==> config.mk <==
export PLATFORM = sky130hd
export DESIGN_NAME = sound_recorder
export DESIGN_NICKNAME = d
export VERILOG_FILES = /design/src/rtl/sound_pkg.sv /design/src/rtl/pdm_clk_gen.sv /design/src/rtl/sound_recorder.sv
export SDC_FILE = /design/constraint.sdc
export NUM_CORES = 1
export LEC_CHECK = 0
export CORE_MARGIN = 2
export CORE_UTILIZATION = 55
export CTS_CLUSTER_DIAMETER = 40
export CTS_CLUSTER_SIZE = 12
export DETAILED_ROUTE_END_ITERATION = 10
export GPL_ROUTABILITY_DRIVEN = 0
export GPL_TIMING_DRIVEN = 1
export MAX_ROUTING_LAYER = met4
export PLACE_DENSITY_LB_ADDON = 0.08
export SLEW_MARGIN = 0
export SYNTH_ARGS = -nofsm -noshare
export SYNTH_HDL_FRONTEND = slang
export SYNTH_SLANG_ARGS = --single-unit
==> constraint.sdc <==
create_clock -name clk -period 4.58 [get_ports clk]
set_input_delay 0.916 -clock clk [delete_from_list [all_inputs] [get_ports clk]]
set_output_delay 0.916 -clock clk [all_outputs]
set_load 0.1 [all_outputs]
==> src/rtl/sound_pkg.sv <==
// ---------------------------------------------------------------------------
// sound_pkg : shared types and widths for the audio record/playback path
// Revision  : 1.0
// ---------------------------------------------------------------------------
`default_nettype none

package sound_pkg;

  localparam int SAMPLE_W = 16;
  localparam int ADDR_W   = 16;

  typedef enum logic [1:0] {
    IDLE   = 2'd0,
    RECORD = 2'd1,
    DONE   = 2'd2
  } rec_state_t;

endpackage

`default_nettype wire

==> src/rtl/pdm_clk_gen.sv <==
// ---------------------------------------------------------------------------
// pdm_clk_gen : free-running PDM microphone clock with a one-cycle rise strobe
// Revision    : 1.0
// ---------------------------------------------------------------------------
`default_nettype none

module pdm_clk_gen #(
  parameter int HALF_DIV = 20
) (
  input  logic clk,
  input  logic rst,
  output logic mic_clk,
  output logic rise
);

  localparam int CW = (HALF_DIV > 1) ? $clog2(HALF_DIV) : 1;
  localparam logic [CW-1:0] HALF_LAST = CW'(HALF_DIV - 1);

  logic [CW-1:0] half_cnt;
  logic          at_end;

  assign at_end = (half_cnt == HALF_LAST);
  // Strobe marks the cycle whose closing edge drives mic_clk 0->1.
  assign rise   = at_end & ~mic_clk;

  always_ff @(posedge clk or posedge rst) begin
    if (rst) begin
      half_cnt <= '0;
      mic_clk  <= 1'b0;
    end else if (at_end) begin
      half_cnt <= '0;
      mic_clk  <= ~mic_clk;
    end else begin
      half_cnt <= half_cnt + CW'(1);
    end
  end

endmodule

`default_nettype wire

==> src/rtl/sound_recorder.sv <==
// ---------------------------------------------------------------------------
// sound_recorder : PDM capture, ones-count decimation, sample RAM writer
// Revision       : 1.0
// ---------------------------------------------------------------------------
`default_nettype none

module sound_recorder
  import sound_pkg::*;
#(
  parameter int HALF_DIV = 20,
  parameter int DECIM    = 512,
  parameter int DEPTH    = 65536
) (
  input  logic                clk,
  input  logic                rst,
  input  logic                sw_rec,
  output logic                mic_clk,
  output logic                mic_lrsel,
  input  logic                mic_data,
  output logic [ADDR_W-1:0]   data_addr,
  output logic [SAMPLE_W-1:0] data_dout,
  output logic                data_we,
  output logic                busy,
  output logic                done
);

  localparam int BW = (DECIM > 1) ? $clog2(DECIM) : 1;
  localparam int OW = $clog2(DECIM + 1);
  localparam int IW = 17;
  localparam logic [BW-1:0] LAST_BIT = BW'(DECIM - 1);
  localparam logic [IW-1:0] LAST_IDX = IW'(DEPTH - 1);

  rec_state_t     state;
  logic [1:0]     sw_sync;
  logic           sw_prev;
  logic           start;
  logic           rise;
  logic [BW-1:0]  bit_cnt;
  logic [OW-1:0]  ones;
  logic [OW-1:0]  ones_sum;
  logic [IW-1:0]  index;
  logic [IW-1:0]  index_nxt;

  pdm_clk_gen #(
    .HALF_DIV (HALF_DIV)
  ) u_clk_gen (
    .clk     (clk),
    .rst     (rst),
    .mic_clk (mic_clk),
    .rise    (rise)
  );

  assign mic_lrsel = 1'b0;
  assign start     = sw_sync[1] & ~sw_prev;
  assign ones_sum  = ones + OW'(mic_data);
  assign index_nxt = index + IW'(1);

  always_ff @(posedge clk or posedge rst) begin
    if (rst) begin
      sw_sync   <= '0;
      sw_prev   <= 1'b0;
      state     <= IDLE;
      bit_cnt   <= '0;
      ones      <= '0;
      index     <= '0;
      data_addr <= '0;
      data_dout <= '0;
      data_we   <= 1'b0;
      busy      <= 1'b0;
      done      <= 1'b0;
    end else begin
      sw_sync <= {sw_sync[0], sw_rec};
      sw_prev <= sw_sync[1];
      case (state)
        IDLE, DONE: begin
          if (start) begin
            state     <= RECORD;
            busy      <= 1'b1;
            done      <= 1'b0;
            bit_cnt   <= '0;
            ones      <= '0;
            index     <= '0;
            data_addr <= '0;
          end
        end
        RECORD: begin
          // The write cycle never overlaps a strobe: strobes are >= 2 cycles apart.
          if (data_we) begin
            data_we <= 1'b0;
            if (index == LAST_IDX) begin
              state <= DONE;
              busy  <= 1'b0;
              done  <= 1'b1;
            end else begin
              index     <= index_nxt;
              data_addr <= index_nxt[ADDR_W-1:0];
            end
          end else if (rise) begin
            if (bit_cnt == LAST_BIT) begin
              data_we   <= 1'b1;
              data_dout <= SAMPLE_W'(ones_sum);
              data_addr <= index[ADDR_W-1:0];
              bit_cnt   <= '0;
              ones      <= '0;
            end else begin
              bit_cnt <= bit_cnt + BW'(1);
              ones    <= ones_sum;
            end
          end
        end
        default: state <= IDLE;
      endcase
    end
  end

endmodule

`default_nettype wire

==> reports/results.txt, run 1 <==
The tools report the clock root buffer master as clkbuf_8. The diode insertion count for antenna repair is 0, and the number of violations reported at the end of detailed-routing iteration 0 is 192. In this run the standard cell core region covers 0.00718 mm2. The area of the mapped netlist came out at 0.00403 mm2.

TritonCTS built the clock tree. Input and output buffers added on the ports amount to 33. In the routed design, unresolved DRC markers number 0.

Setup clock skew after layout: 0.0115 ns. The overall fraction of global-route tracks in use was 0.243. Detailed routing inserted a total of 3200 vias. Derived from the worst setup path, the maximum achievable clock frequency is 305 MHz.

In this run the worst path has a maximum fanout of 11. Setup repair after global routing left no endpoint under its margin. The post-route clock period utilization was 0.716; the total wire length was 8720 um.

The count of unique library cells instantiated by Yosys is 56, and the register bit count reported by yosys is 76. The worst setup path is captured at a flip-flop. Counting I/O delays and the setup requirement, the final critical path takes 3.28 ns. The average instance in the mapped netlist occupies 9.68 um2. The run gives 449 as the number of nets in the final layout.

The logs give 0.269 for the relative contribution of combinational cells to total power and 0.000188 V for the largest vdd supply drop. Post-CTS repair changed the size of 0 cells. Gate count of the mapped netlist: 416. The most instantiated library cell after synthesis is dfrtp_1. In this run, CTS created clock tree buffers numbering 9. Number of warnings reported in the yosys synthesis log: 0. From synthesis to final layout, the design area changed by 12.2%.

The count of nets left with antenna violations once routing finished came out at 0. At the pin with the least slew margin, the transition time is 1.01 ns. After routing, the total negative slack on setup checks comes to 0 ns. The sum of internal, switching and leakage power is 1.65 mW. The worst hold path class was flip-flop to flip-flop.

The data arrival time at the worst-slack endpoint was 3.55 ns. Sorting the synthesized cells by area gives the leading types as dfrtp_1 47%, o21ai_0 6.8%, nand2_1 4.6%. Dividing the detail-routed wire length by the instance count gives 16.1 um. The share of synthesized area occupied by flip-flops and latches was 0.472. The initial antenna violation count is 0, and the number of placement rows is 31. Cell-internal power: 1.03 mW.

Count of final setup violators: 0. Share of Yosys cell area claimed by the top area cell type: 0.472. In this run the power spent charging and discharging nets is 624 uW. The wire-length estimate of the detail-placed layout is 5950 um.

The final-report hold violation count was 0. The worst path required time was 4.85 ns. The switching part of the total is 0.378, and the first-pass GRT wire length is 14400 um. The fraction of registers with async set or reset after synthesis is 1.00. Nature of the critical path startpoint: a flip-flop. The die covers 0.00802 mm2. The critical path in this run is classified as flip-flop to flip-flop. The logs give 2938 for the via count of the first global-routing pass and 0.561 for the effective utilization at floorplan.

The proportion of layout cells with a drive suffix above 1 was 0.0769; the largest buffer count on any clock path was 2. The post-detailed-route via-to-cell ratio is 5.91. Buffers added to address setup during post-CTS repair amount to 0. The tools report the normalized max-slew margin as 0.324.

Ranked by instance count, the synthesized netlist is headed by 76 x dfrtp_1, 55 x o21ai_0, 49 x nand2_1. The fraction of power consumed by sequential logic was 0.465. The pre-antenna-repair detailed-routing pass consisted of 5 iterations. For this run the aggregate overflow at the end of global routing stands at 0.

Max-cap violations in this run came to 0. For this design the ratio of total power to cell area is 365 mW/mm2. For the worst-skew pair, the clock arrives at the later sink with an insertion delay of 0.35 ns. Among all flip-flop cells after synthesis, the most frequent one is dfrtp_1. CTS saw 76 sinks. The chip height works out to 89.6 um. From left edge to right edge, the die measures 89.6 um. Entering global routing, the biggest net connects 77 pins. After clock tree synthesis, the clock-pin slew on the worst setup and hold paths is 0.08 ns.

Cell taking the most area after synthesis: dfrtp_1. The run gives 0 as the number of pins with negative max-slew slack in the final report. The flow ran to the end, and the final reports show no timing, DRC or antenna violations.

Pin placement for this block handled 41 I/O pins. The count of flip-flops with a built-in enable after synthesis is 0. The run gives 0.267 as the proportion of power drawn by the clock network. For the H-tree depth, the log shows 3. In this run, post-CTS hold repair placed 0 buffers. The analysis attributes to cell leakage a power of 1.83 nW.
-- critical path, cell delays in order (launching register included) --
cell and delay (ns):
dfrtp_1 0.52, ha_1 0.29, nand3_1 0.29, nor4_4 0.43
and3_1 0.21, ha_1 0.29, nor4bb_1 0.09, buf_4 0.18
nor2_1 0.42, buf_4 0.27, a21oi_1 0.05, o22ai_1 0.16
-- routing by layer --
layer  up-vias  GRT usage  wire length [um]
met4         0     0.0896               129
met3        14     0.0397               447
met2       113      0.349              4060
li1       1546          -                 -
met5         -          -                 0
met1      1527      0.345              4090
-- flip-flops by register name, indices dropped and copies added, names as in the netlist --
signal / flops
sw_sync: 2
index: 17
busy: 1
u_clk_gen.mic_clk: 1
bit_cnt: 9
data_addr: 16
state: 2
data_we: 1
done: 1
ones: 10
data_dout: 10
sw_prev: 1
u_clk_gen.half_cnt: 5
-- cell families (layout without fill, tap and decap cells) --
group	count (synthesis)	in the layout	synth area share
xor gates and xnor gates	19	19	0.0413
DFF	76	76	0.472
muxes	6	6	0.0162
buffers and inverters	42	62	0.0531
adders and majority gates	7	7	0.0218
and+or+nand+nor	142	142	0.195
other	1	7	0.000931
AOI/OAI and AO/OA	123	123	0.199
-- cells in the final DEF (no fill, tap or decap), types with 5 or more instances in the layout --
master / count
dfrtp_1: 76
o21ai_0: 55
nand2_1: 49
clkdlybuf4s50_1: 33
o31ai_1: 19
nand3_1: 17
nor2_1: 16
xnor2_1: 14
a21oi_1: 9
clkbuf_8: 9
inv_1: 8
nand2b_1: 8
and3_1: 7
a31oi_1: 7
ha_1: 7
conb_1: 7
nor3_1: 5
nand4_1: 5
a22o_1: 5
o32a_1: 5
xor2_1: 5
-- layout make-up --
cell class	count	area (um2)
fillers	600	2660
multi-input cells	304	1930
flip-flops and latches	76	1900
repair buffers	37	360
clock buffers	11	131
well taps	99	124
inverters	10	37.5
clock inverters	4	27.5
-- per-stage QoR --
stage               setup WS, ns  hold WS (ns)  instances  utilization  area, um2
floorplan                   1.73         0.331        422            -       4050
global placement            1.48         0.342        526        0.607       4360
detailed placement          1.40         0.338        526        0.607       4360
CTS                         1.36         0.366        541        0.629       4520
global route                1.00         0.372        541        0.629       4520
finish                      1.30         0.362        541        0.629       4520
-- power by group through the flow --
stage | clock, mW | combinational, mW | sequential [mW]
after global placement | 0 | 0.440 | 0.776
after CTS | 0.450 | 0.445 | 0.766
after global routing | 0.481 | 0.473 | 0.775
final | 0.440 | 0.443 | 0.767
after detailed placement | 0 | 0.444 | 0.779
after floorplan | 0 | 0.156 | 0.969
-- final timing paths --
check	slack [ns]	cells past startpoint	end	from
max in group asynchronous	2.79	3	data_addr[12]	rst
worst min-delay path	0.36	0	sw_sync[1]	sw_sync[0]
min in group asynchronous	1.18	3	data_dout[3]	rst
worst max register to register	1.30	11	index[12]	index[0]
worst min register to register	0.36	0	sw_sync[1]	sw_sync[0]
worst max-delay path	1.30	11	index[12]	index[0]
Note: power is estimated with default switching activity, not from simulation.
==> run 2, diff against run 1 <==
clock period = 3.1 ns   (was 4.58 ns; I/O delays follow)
==> run 2 against run 1 <==
Net effect: final area increased by 1.1%; highest routed layer unchanged; core utilization increased by 0.66 points; sequential share of layout area down 0.44 points; register-to-register slack lost 1.1 ns.
==> reports/results.txt, run 2 (synthesis results as in run 1) <==
In the detailed route, the total length drawn on met2 is 3880 um. The proportion of layout cells with a drive suffix above 1 works out to 0.161. The power density relative to cell area was 578 mW/mm2; the final-layout fill cell count was 594.

TritonCTS built the clock tree. For the worst-skew pair, the clock arrives at the later sink with an insertion delay of 0.35 ns. In the routed layout, each cell is associated on average with a via count of 5.90. The tree is rooted in a clkbuf_8.

The worst setup path is captured at a flip-flop. After detailed routing, the average wire length per cell comes to 16.1 um. The leakage component of the power was 1.92 nW; the number of nets in the final layout was 455. The initialized floorplan defines 31 standard-cell rows. At the pin with the least slew margin, the transition time is 0.568 ns. Relative to the synthesized area, the layout overhead comes to 13.3%. The total global routing overflow was 0. The delay of the slowest cell on the worst path is 0.52 ns. The highest metal layer carrying signal wires in the routed design is met4. The count of hold-fix buffers inserted at cts came out at 0. The final worst slack is 0.179 ns, and the number of max-cap violations is 0. index holds more flip-flops than any other register. The run gives 0 as the initial antenna violation count.

Among all stages on the critical path, the largest delay is contributed by dfrtp_1. Post-CTS repair timing setup buffer count: 0. The detailed-routing iteration count for the pre-antenna-repair pass was 5; the largest buffer count on any clock path was 2. The largest registers in the layout are index: 17 flops, data_addr: 16 flops. The final-report hold violation count was 0.

The diode insertion count for antenna repair is 0, and the combined buffer and inverter count along the critical path is 1. The tools report the via count of the first global-routing pass as 2861. The count of pins on the block boundary was 41.

Counting I/O delays and the setup requirement, the final critical path takes 2.92 ns. The tools report the length of routed wiring on met1 as 4290 um. The signal on the critical path passes through ha_1 > nand3_1 > nor4_4 > and3_1 > ha_1 > nand4bb_1 > buf_4 > a31oi_1 > o21ai_0 > o21ai_0. Derived from the worst setup path, the maximum achievable clock frequency is 342 MHz. The HPWL after detailed placement came out at 6030 um. The count of nets left with antenna violations once routing finished came out at 0. In the detailed route, the total length drawn on met3 is 496 um.

Area of the die: 0.00802 mm2. The first routing iteration left 172 violations. The floorplan step defined a core boundary enclosing 0.00718 mm2. At the worst endpoint, the required time is 3.32 ns.

The timing startpoint of the critical path was index[0]. The largest vdd supply drop was 0.000397 V. The post-route clock period utilization was 0.942; the worst reg-to-reg path cell count was 10.

Buffers inserted during clock tree synthesis total 9. Between clock sinks in the finished design, the worst skew comes to 0.0163 ns. The worst register-to-register path begins at index[0].

The H-tree depth was 3. The chip height was 89.6 um; the setup slack of the most critical reg-to-reg path was 0.18 ns. Setup repair after global routing left no endpoint under its margin. The clock-pin slew on the worst setup and hold paths is 0.08 ns, and the overall fraction of global-route tracks in use is 0.241. The flow ran to the end, and the final reports show no timing, DRC or antenna violations. The routed layout has 3229 vias. The worst hold path class is flip-flop to flip-flop.

Number of cells on the critical path: 10. The worst register-to-register path ends at index[3]. The number of pins with negative max-slew slack in the final report was 0. The critical path is of the flip-flop to flip-flop type. The peak fanout along the critical path was 10. For this block, the routed nets add up to 8800 um of wire.

The count of final setup violators was 0; the worst slack after detailed placement was 0.253 ns. The die is 89.6 um wide. The count of buffers added on input and output ports is 33. The last element of the critical path is index[3]. Clock tree synthesis found a total of 76 sinks.

The first-pass GRT wire length came out at 14200 um. The run gives 0 ns as the final total negative setup slack. Grouping stages by cell kind, the critical path spends the most delay in simple AND/OR/NAND/NOR gates. The tools report the count of unresolved DRC violations after routing as 0. The nature of the critical path startpoint is a flip-flop.

The tools report the normalized max-slew margin as 0.621. The number of gates resized after CTS was 0. Summing all placed instances gives a cell area of 0.00434 mm2. The most common cell after layout, fill and taps aside was dfrtp_1. For the worst setup path, the data arrival time is 3.14 ns.

The run gives 0.561 as the effective utilization at floorplan. For the maximum number of pins on one net before global-route repair, the log shows 54. The register with the most flip-flops in the layout has 17 of them. In the layout the commonest cells are 76 x dfrtp_1, 55 x o21ai_0, 49 x nand2_1.

The final instance area came out at 0.00456 mm2.
run 2: routing by layer:
metal | GRT usage | up-vias
li1 | - | 1549
met2 | 0.344 | 119
met3 | 0.0379 | 14
met1 | 0.352 | 1547
met5 | - | -
met4 | 0.0787 | 0
run 2: how the worst min path moves through the flow:
stage / endpoint / cells after the start / from
floorplan: sw_sync[1] / 0 / sw_sync[0]
global placement: sw_sync[1] / 0 / sw_sync[0]
detailed placement: sw_sync[1] / 0 / sw_sync[0]
CTS: sw_sync[1] / 0 / sw_sync[0]
global route: sw_sync[1] / 0 / sw_sync[0]
finish: sw_sync[1] / 0 / sw_sync[0]
run 2: per-stage QoR:
| step | instances | power [mW] | util | hold WS (ns) |
|---|---|---|---|---|
| CTS | 547 | 2.65 | 0.636 | 0.358 |
| finish | 547 | 2.64 | 0.636 | 0.352 |
| floorplan | 422 | 1.66 | - | 0.331 |
| detailed placement | 532 | 1.80 | 0.605 | 0.340 |
| global route | 547 | 2.75 | 0.636 | 0.362 |
| global placement | 532 | 1.79 | 0.605 | 0.342 |
run 2: power breakdown:
part           internal (mW)  switching (mW)
clock                  0.492           0.369
combinational          0.150           0.492
sequential              1.07          0.0649
run 2: layout make-up:
| class | instances | area (um2) | share of cell area |
|---|---|---|---|
| Multi-Input combinational cell | 304 | 1930 | 0.424 |
| Sequential cell | 76 | 1900 | 0.417 |
| Timing Repair Buffer | 43 | 343 | 0.0751 |
| Clock buffer | 11 | 151 | 0.0332 |
| Tap cell | 99 | 124 | 0.0271 |
| Clock inverter | 4 | 72.6 | 0.0159 |
| Inverter | 10 | 37.5 | 0.00823 |
==> run 3, diff against run 2 <==
SLEW_MARGIN = default   (was 0)
==> results of run 3 <==
Same layout as run 2: the final DEF is identical, and so are final timing and power.
==> RTL edit 1: new RTL, settings of run 3 <==
Set the package constant `ADDR_W` to 15 (it was 16).
--- a/src/rtl/sound_pkg.sv
+++ b/src/rtl/sound_pkg.sv
@@ -9,3 +9,3 @@
   localparam int SAMPLE_W = 16;
-  localparam int ADDR_W   = 16;
+  localparam int ADDR_W   = 15;
 
Ports: changed (resized data_addr); port bits go from 41 to 40. The function was not compared with the original's and may differ.
==> RTL edit 1 against run 3 <==
Total power is 14% lower. Final cell count is 4.2% lower. Maximum frequency is 5.7% higher. Synthesized area is 2.4% lower. Sequential cell count is 1 lower. Final area is 2.6% lower. Worst setup slack better by 0.16 ns. Routed wire length is 8.2% lower. Sequential share of layout area is 0.53 points higher. Critical path type unchanged. Critical endpoint is now data_addr[1]. Largest cell class is now registers. Highest routed layer unchanged.
==> RTL edit 1: results (changes against run 3) <==
| Item | Value | Unit | Delta |
| --- | --- | --- | --- |
| H-tree depth | 3 | - | unchanged |
| Initial DRT Pass Iterations | 5 | - | unchanged |
| Leading register cell type out of synthesis | sky130_fd_sc_hd__dfrtp_1 | - | unchanged |
| Pleak | 1.931 | nW | was 1.920 nW |
| Peak per-stage delay on the critical path | 0.45 | ns | was 0.52 ns |
| Unique cell type count in the Yosys netlist | 55 | - | was 56 |
| Cells resized by post-CTS repair | 0 | - | unchanged |
| DRT iter0 DRCs | 252 | - | was 172 |
| Via-to-Cell Ratio | 5.855 | - | was 5.903 |
| Clk Tree Root Cell | sky130_fd_sc_hd__clkbuf_8 | - | unchanged |
| Pin count of the biggest net entering global routing | 51 | - | was 54 |
| Worst clock skew | 0.009285 | ns | was 0.01634 ns |
| Total wirelength of the detailed-routed design | 8084 | um | was 8802 um |
| Number of antenna violations at the first check in global routing | 0 | - | unchanged |
| Peak supply drop | 0.0006117 | V | was 0.0003966 V |
| Critical path data arrival time | 2.99 | ns | was 3.14 ns |
| Post-detailed-placement half-perimeter wirelength | 5478 | um | was 6025 um |
| Portion of the post-synthesis area used by sequential elements | 47.74 | % | was 47.23% |
| Top cells by area, synth | sky130_fd_sc_hd__dfrtp_1, sky130_fd_sc_hd__o21ai_0, sky130_fd_sc_hd__mux2_2, sky130_fd_sc_hd__nand2_1, sky130_fd_sc_hd__xnor2_1 | - | was sky130_fd_sc_hd__dfrtp_1, sky130_fd_sc_hd__o21ai_0, sky130_fd_sc_hd__nand2_1, sky130_fd_sc_hd__o31ai_1, sky130_fd_sc_hd__xnor2_1 |
| IO Port Bufs | 32 | - | was 33 |
| Ratio of cells with drive above 1 in the final layout | 17.76 | % | was 16.07% |
| Yosys warnings | 0 | - | unchanged |
| Remaining max-slew budget at the tightest pin | 39.64 | % | was 62.06% |
| Top Registers | index (17), data_addr (15) | - | was index (17), data_addr (16) |
| Placed standard-cell area | 4229 | um^2 | was 4339 um^2 |
| Wire length of the first global-routing pass | 13,200 | um | was 14,230 um |
| Peak fanout along the critical path | 11 | - | was 10 |
| Number of cells on the worst reg-to-reg path | 8 | - | was 10 |
| Top cell types by occurrence after synthesis | sky130_fd_sc_hd__dfrtp_1, sky130_fd_sc_hd__o21ai_0, sky130_fd_sc_hd__nand2_1 | - | unchanged |
| Vias in the first global route | 2,669 | - | was 2,861 |
| Final net count | 434 | - | was 455 |
| Total setup buffers inserted after CTS | 0 | - | unchanged |
| Clock slew seen by the registers of the worst setup and hold paths | 0.08 | ns | about the same |
| Overall track demand over capacity in global routing | 22.55 | % | was 24.14% |
| Maximum clock path buffer count | 2 | - | unchanged |
| Power density cells | 512.2 | nW/um^2 | was 577.8 nW/um^2 |
| Outcome | completed | - | unchanged |
==> RTL edit 1: layout make-up <==
class,instances,area [um^2]
clock inverters,6,90.09
inverters,12,45.04
multi-input cells,286,1874
flip-flops and latches,75,1877
repair buffers,39,312.8
clock buffers,10,127.6
well taps,96,120.1
fillers,582,2422
==> RTL edit 1: power breakdown <==
part | internal, mW | switching, mW | total (mW)
Clock | 0.453 | 0.368 | 0.821
Sequential | 1.03 | 0.0412 | 1.07
Combinational | 0.0986 | 0.289 | 0.388
Total | 1.58 | 0.698 | 2.28
==> RTL edit 1: cell families after synthesis <==
kind of cell	synth area share, %
AND/OR/NAND/NOR	18.49
AO/OA/AOI/OAI	15.75
flip-flops	47.74
buffers and inverters	5.155
XOR/XNOR	4.679
multiplexers	5.856
adder cells (fa/ha/maj)	2.228
other	0.09539
==> RTL edit 1: per-layer routing <==
metal	vias to the layer above	global-route usage, %	wire length [um]
met5	-	-	0
met4	0	7.025	110
met1	1484	34.72	4155
met2	86	30.76	3503
met3	10	3.078	315
li1	1488	-	-
==> RTL edit 1: worst paths after layout <==
path / end / from / slack [ns]
max: data_addr[1] / index[0] / 0.34
min: sw_sync[1] / sw_sync[0] / 0.37
max reg2reg: data_addr[1] / index[0] / 0.34
min reg2reg: sw_sync[1] / sw_sync[0] / 0.37
max in group asynchronous: index[0] / rst / 1.79
min in group asynchronous: data_dout[3] / rst / 0.65
==> RTL edit 1: through the flow <==
step / hold WS [ns] / setup WS, ns / total power [mW] / instances
after CTS: 0.3680 / 0.3830 / 2.294 / 524
final: 0.3657 / 0.3359 / 2.278 / 524
after global placement: 0.3403 / 0.4840 / 1.473 / 508
after detailed placement: 0.3355 / 0.3936 / 1.478 / 508
after floorplan: 0.3312 / 0.5674 / 1.401 / 404
after global routing: 0.3792 / 0.1591 / 2.379 / 524
==> RTL edit 2: new RTL, flow settings as in run 3 <==
Made on the original files. Put one more register stage on the output `data_addr`, with the module's reset. The value now appears one clock later. The other outputs are not delayed to match.
--- a/src/rtl/sound_recorder.sv
+++ b/src/rtl/sound_recorder.sv
@@ -31,2 +31,4 @@
   localparam logic [IW-1:0] LAST_IDX = IW'(DEPTH - 1);
+
+  logic [ADDR_W-1:0] data_addr_s0;
 
@@ -65,3 +67,3 @@
       index     <= '0;
-      data_addr <= '0;
+      data_addr_s0 <= '0;
       data_dout <= '0;
@@ -82,3 +84,3 @@
             index     <= '0;
-            data_addr <= '0;
+            data_addr_s0 <= '0;
           end
@@ -95,3 +97,3 @@
               index     <= index_nxt;
-              data_addr <= index_nxt[ADDR_W-1:0];
+              data_addr_s0 <= index_nxt[ADDR_W-1:0];
             end
@@ -101,3 +103,3 @@
               data_dout <= SAMPLE_W'(ones_sum);
-              data_addr <= index[ADDR_W-1:0];
+              data_addr_s0 <= index[ADDR_W-1:0];
               bit_cnt   <= '0;
@@ -115,2 +117,10 @@
 
+  always_ff @(posedge clk or posedge rst) begin
+    if (rst) begin
+      data_addr <= '0;
+    end else begin
+      data_addr <= data_addr_s0;
+    end
+  end
+
 endmodule
Check against the original RTL: no difference found for any inputs over 10 cycles, from zero or initial values and one cycle with rst high; that may be too few to reach the edited logic, so the function may still have changed.
==> RTL edit 2 against run 3 <==
Synthesized area is 11% higher. Largest cell class is now registers. Count of clock-buffer cells in the layout down 1. Highest routed layer unchanged. Final area up 8.9%. First-iteration DRC count grew 0.58%. Worst setup slack better by 0.17 ns. Sequential cell count rose by 16. Routed wire length is 3.5% higher.
Power is not compared: it rests on default switching activity, and its combinational part moved more than twofold at a synthesized area within 25%.
==> RTL edit 2: results (changes against run 3) <==
| Item | Value | Unit | Delta |
| --- | --- | --- | --- |
| Outcome | completed | - | unchanged |
| Pin count of the biggest net entering global routing | 60 | - | was 54 |
| Filler cell count in the final layout | 637 | - | was 594 |
| Slowest stage cell on the critical path | sky130_fd_sc_hd__or3b_2 | - | was sky130_fd_sc_hd__dfrtp_1 |
| DP Worst Slack | 0.3907 | ns | was 0.2532 ns |
| Register-to-Register Setup Slack | 0.35 | ns | was 0.18 ns |
| Latest clock arrival within the worst-skew pair | 0.37 | ns | was 0.35 ns |
| Peak fanout along the critical path | 6 | - | was 10 |
| Peak per-stage delay on the critical path | 0.48 | ns | was 0.52 ns |
| Portion of the post-synthesis area used by sequential elements | 51.51 | % | was 47.23% |
| Placed standard-cell area | 4770 | um^2 | was 4339 um^2 |
| Area used by sequential logic in the layout | 2302 | um^2 | was 1902 um^2 |
| Grt met3 use | 4.334 | % | was 3.786% |
| Routed length on met3 | 400 | um | was 496 um |
| Top cell types by occurrence after synthesis | sky130_fd_sc_hd__dfrtp_1, sky130_fd_sc_hd__o21ai_0, sky130_fd_sc_hd__nand2_1 | - | unchanged |
| Post-Layout Cell Count | 559 | - | was 547 |
| Worst-margin pin slew | 0.8064 | ns | was 0.5678 ns |
| Vias in the first global route | 3,206 | - | was 2,861 |
| Initial DRT Pass Iterations | 4 | - | was 5 |
| Hold Worst Slack | 0.3544 | ns | was 0.3525 ns |
| Mean instance size in the synthesized netlist | 10.39 | um^2 | was 9.679 um^2 |
| Top cells by area, synth | sky130_fd_sc_hd__dfrtp_1, sky130_fd_sc_hd__o21ai_0, sky130_fd_sc_hd__mux2_2, sky130_fd_sc_hd__nand3_1, sky130_fd_sc_hd__nand2_1 | - | was sky130_fd_sc_hd__dfrtp_1, sky130_fd_sc_hd__o21ai_0, sky130_fd_sc_hd__nand2_1, sky130_fd_sc_hd__o31ai_1, sky130_fd_sc_hd__xnor2_1 |
| Busiest grt layer | met2 | - | was met1 |
| Met2 track demand over resource | 36.67 | % | was 34.43% |
| Global Route met1 Usage | 30.49 | % | was 35.17% |
| Top achievable clock speed | 363.4 | MHz | was 342.4 MHz |
| Wire length of the first global-routing pass | 15,590 | um | was 14,230 um |
| Overall track demand over capacity in global routing | 23.14 | % | was 24.14% |
| Detailed-routed wire length on met2 | 4356 | um | was 3876 um |
| Worst clock skew | 0.009475 | ns | was 0.01634 ns |
| Critical path data arrival time | 3.06 | ns | was 3.14 ns |
| Top Registers | index (17), data_addr (16), data_addr_s0 (16) | - | was index (17), data_addr (16) |
| Ratio of cells with drive above 1 in the final layout | 17.72 | % | was 16.07% |
| Routed length on met1 | 4208 | um | was 4292 um |
| Final net count | 463 | - | was 455 |
| Total instance count after detailed placement | 543 | - | was 532 |
| DRT iter0 DRCs | 173 | - | was 172 |
RTL edit 2: cell count changes after synthesis, moves of 6 or more:
cell	change
sky130_fd_sc_hd__o21ai_0	-20
sky130_fd_sc_hd__nand2_1	-17
sky130_fd_sc_hd__o31ai_1	-17
sky130_fd_sc_hd__dfrtp_1	+16
sky130_fd_sc_hd__clkbuf_1	+11
sky130_fd_sc_hd__buf_2	-10
sky130_fd_sc_hd__mux2_2	+9
sky130_fd_sc_hd__nand3_1	+9
sky130_fd_sc_hd__nand4_1	+9
sky130_fd_sc_hd__nor2_1	+7
sky130_fd_sc_hd__a21oi_1	+6
sky130_fd_sc_hd__o2bb2ai_1	+6
sky130_fd_sc_hd__xor2_1	+6
RTL edit 2: layout make-up:
type | count | share of cell area, %
well taps | 102 | 2.569
clock buffers | 10 | 2.569
clock inverters | 6 | 1.435
repair buffers | 40 | 6.447
inverters | 10 | 0.7807
multi-input cells | 299 | 39.86
flip-flops and latches | 92 | 46.34
RTL edit 2: path summary, 6_finish.rpt:
check	start	end	cells after the start
hold reg to reg	sw_sync[0]	sw_sync[1]	0
max in group asynchronous	rst	data_dout[4]	3
setup / recovery	bit_cnt[0]	ones[9]	9
min in group asynchronous	rst	data_addr[1]	2
setup reg to reg	bit_cnt[0]	ones[9]	9
hold / removal	sw_sync[0]	sw_sync[1]	0
RTL edit 2: logic make-up after synthesis:
group	after synthesis	share of synthesized area [%]
flops	92	51.51
mux	16	3.947
fa+ha+maj	7	1.960
simple gates	145	18.50
compound gates	101	14.81
xor+xnor	23	4.507
other cells	1	0.08391
buf+inv	45	4.675
RTL edit 2: report_power, final:
part	leakage [nW]	switching (mW)	internal (mW)
Sequential	1.25	0.0205	1.22
Clock	0.0935	0.450	0.380
Combinational	0.883	0.126	0.0465
Total	2.22	0.596	1.65
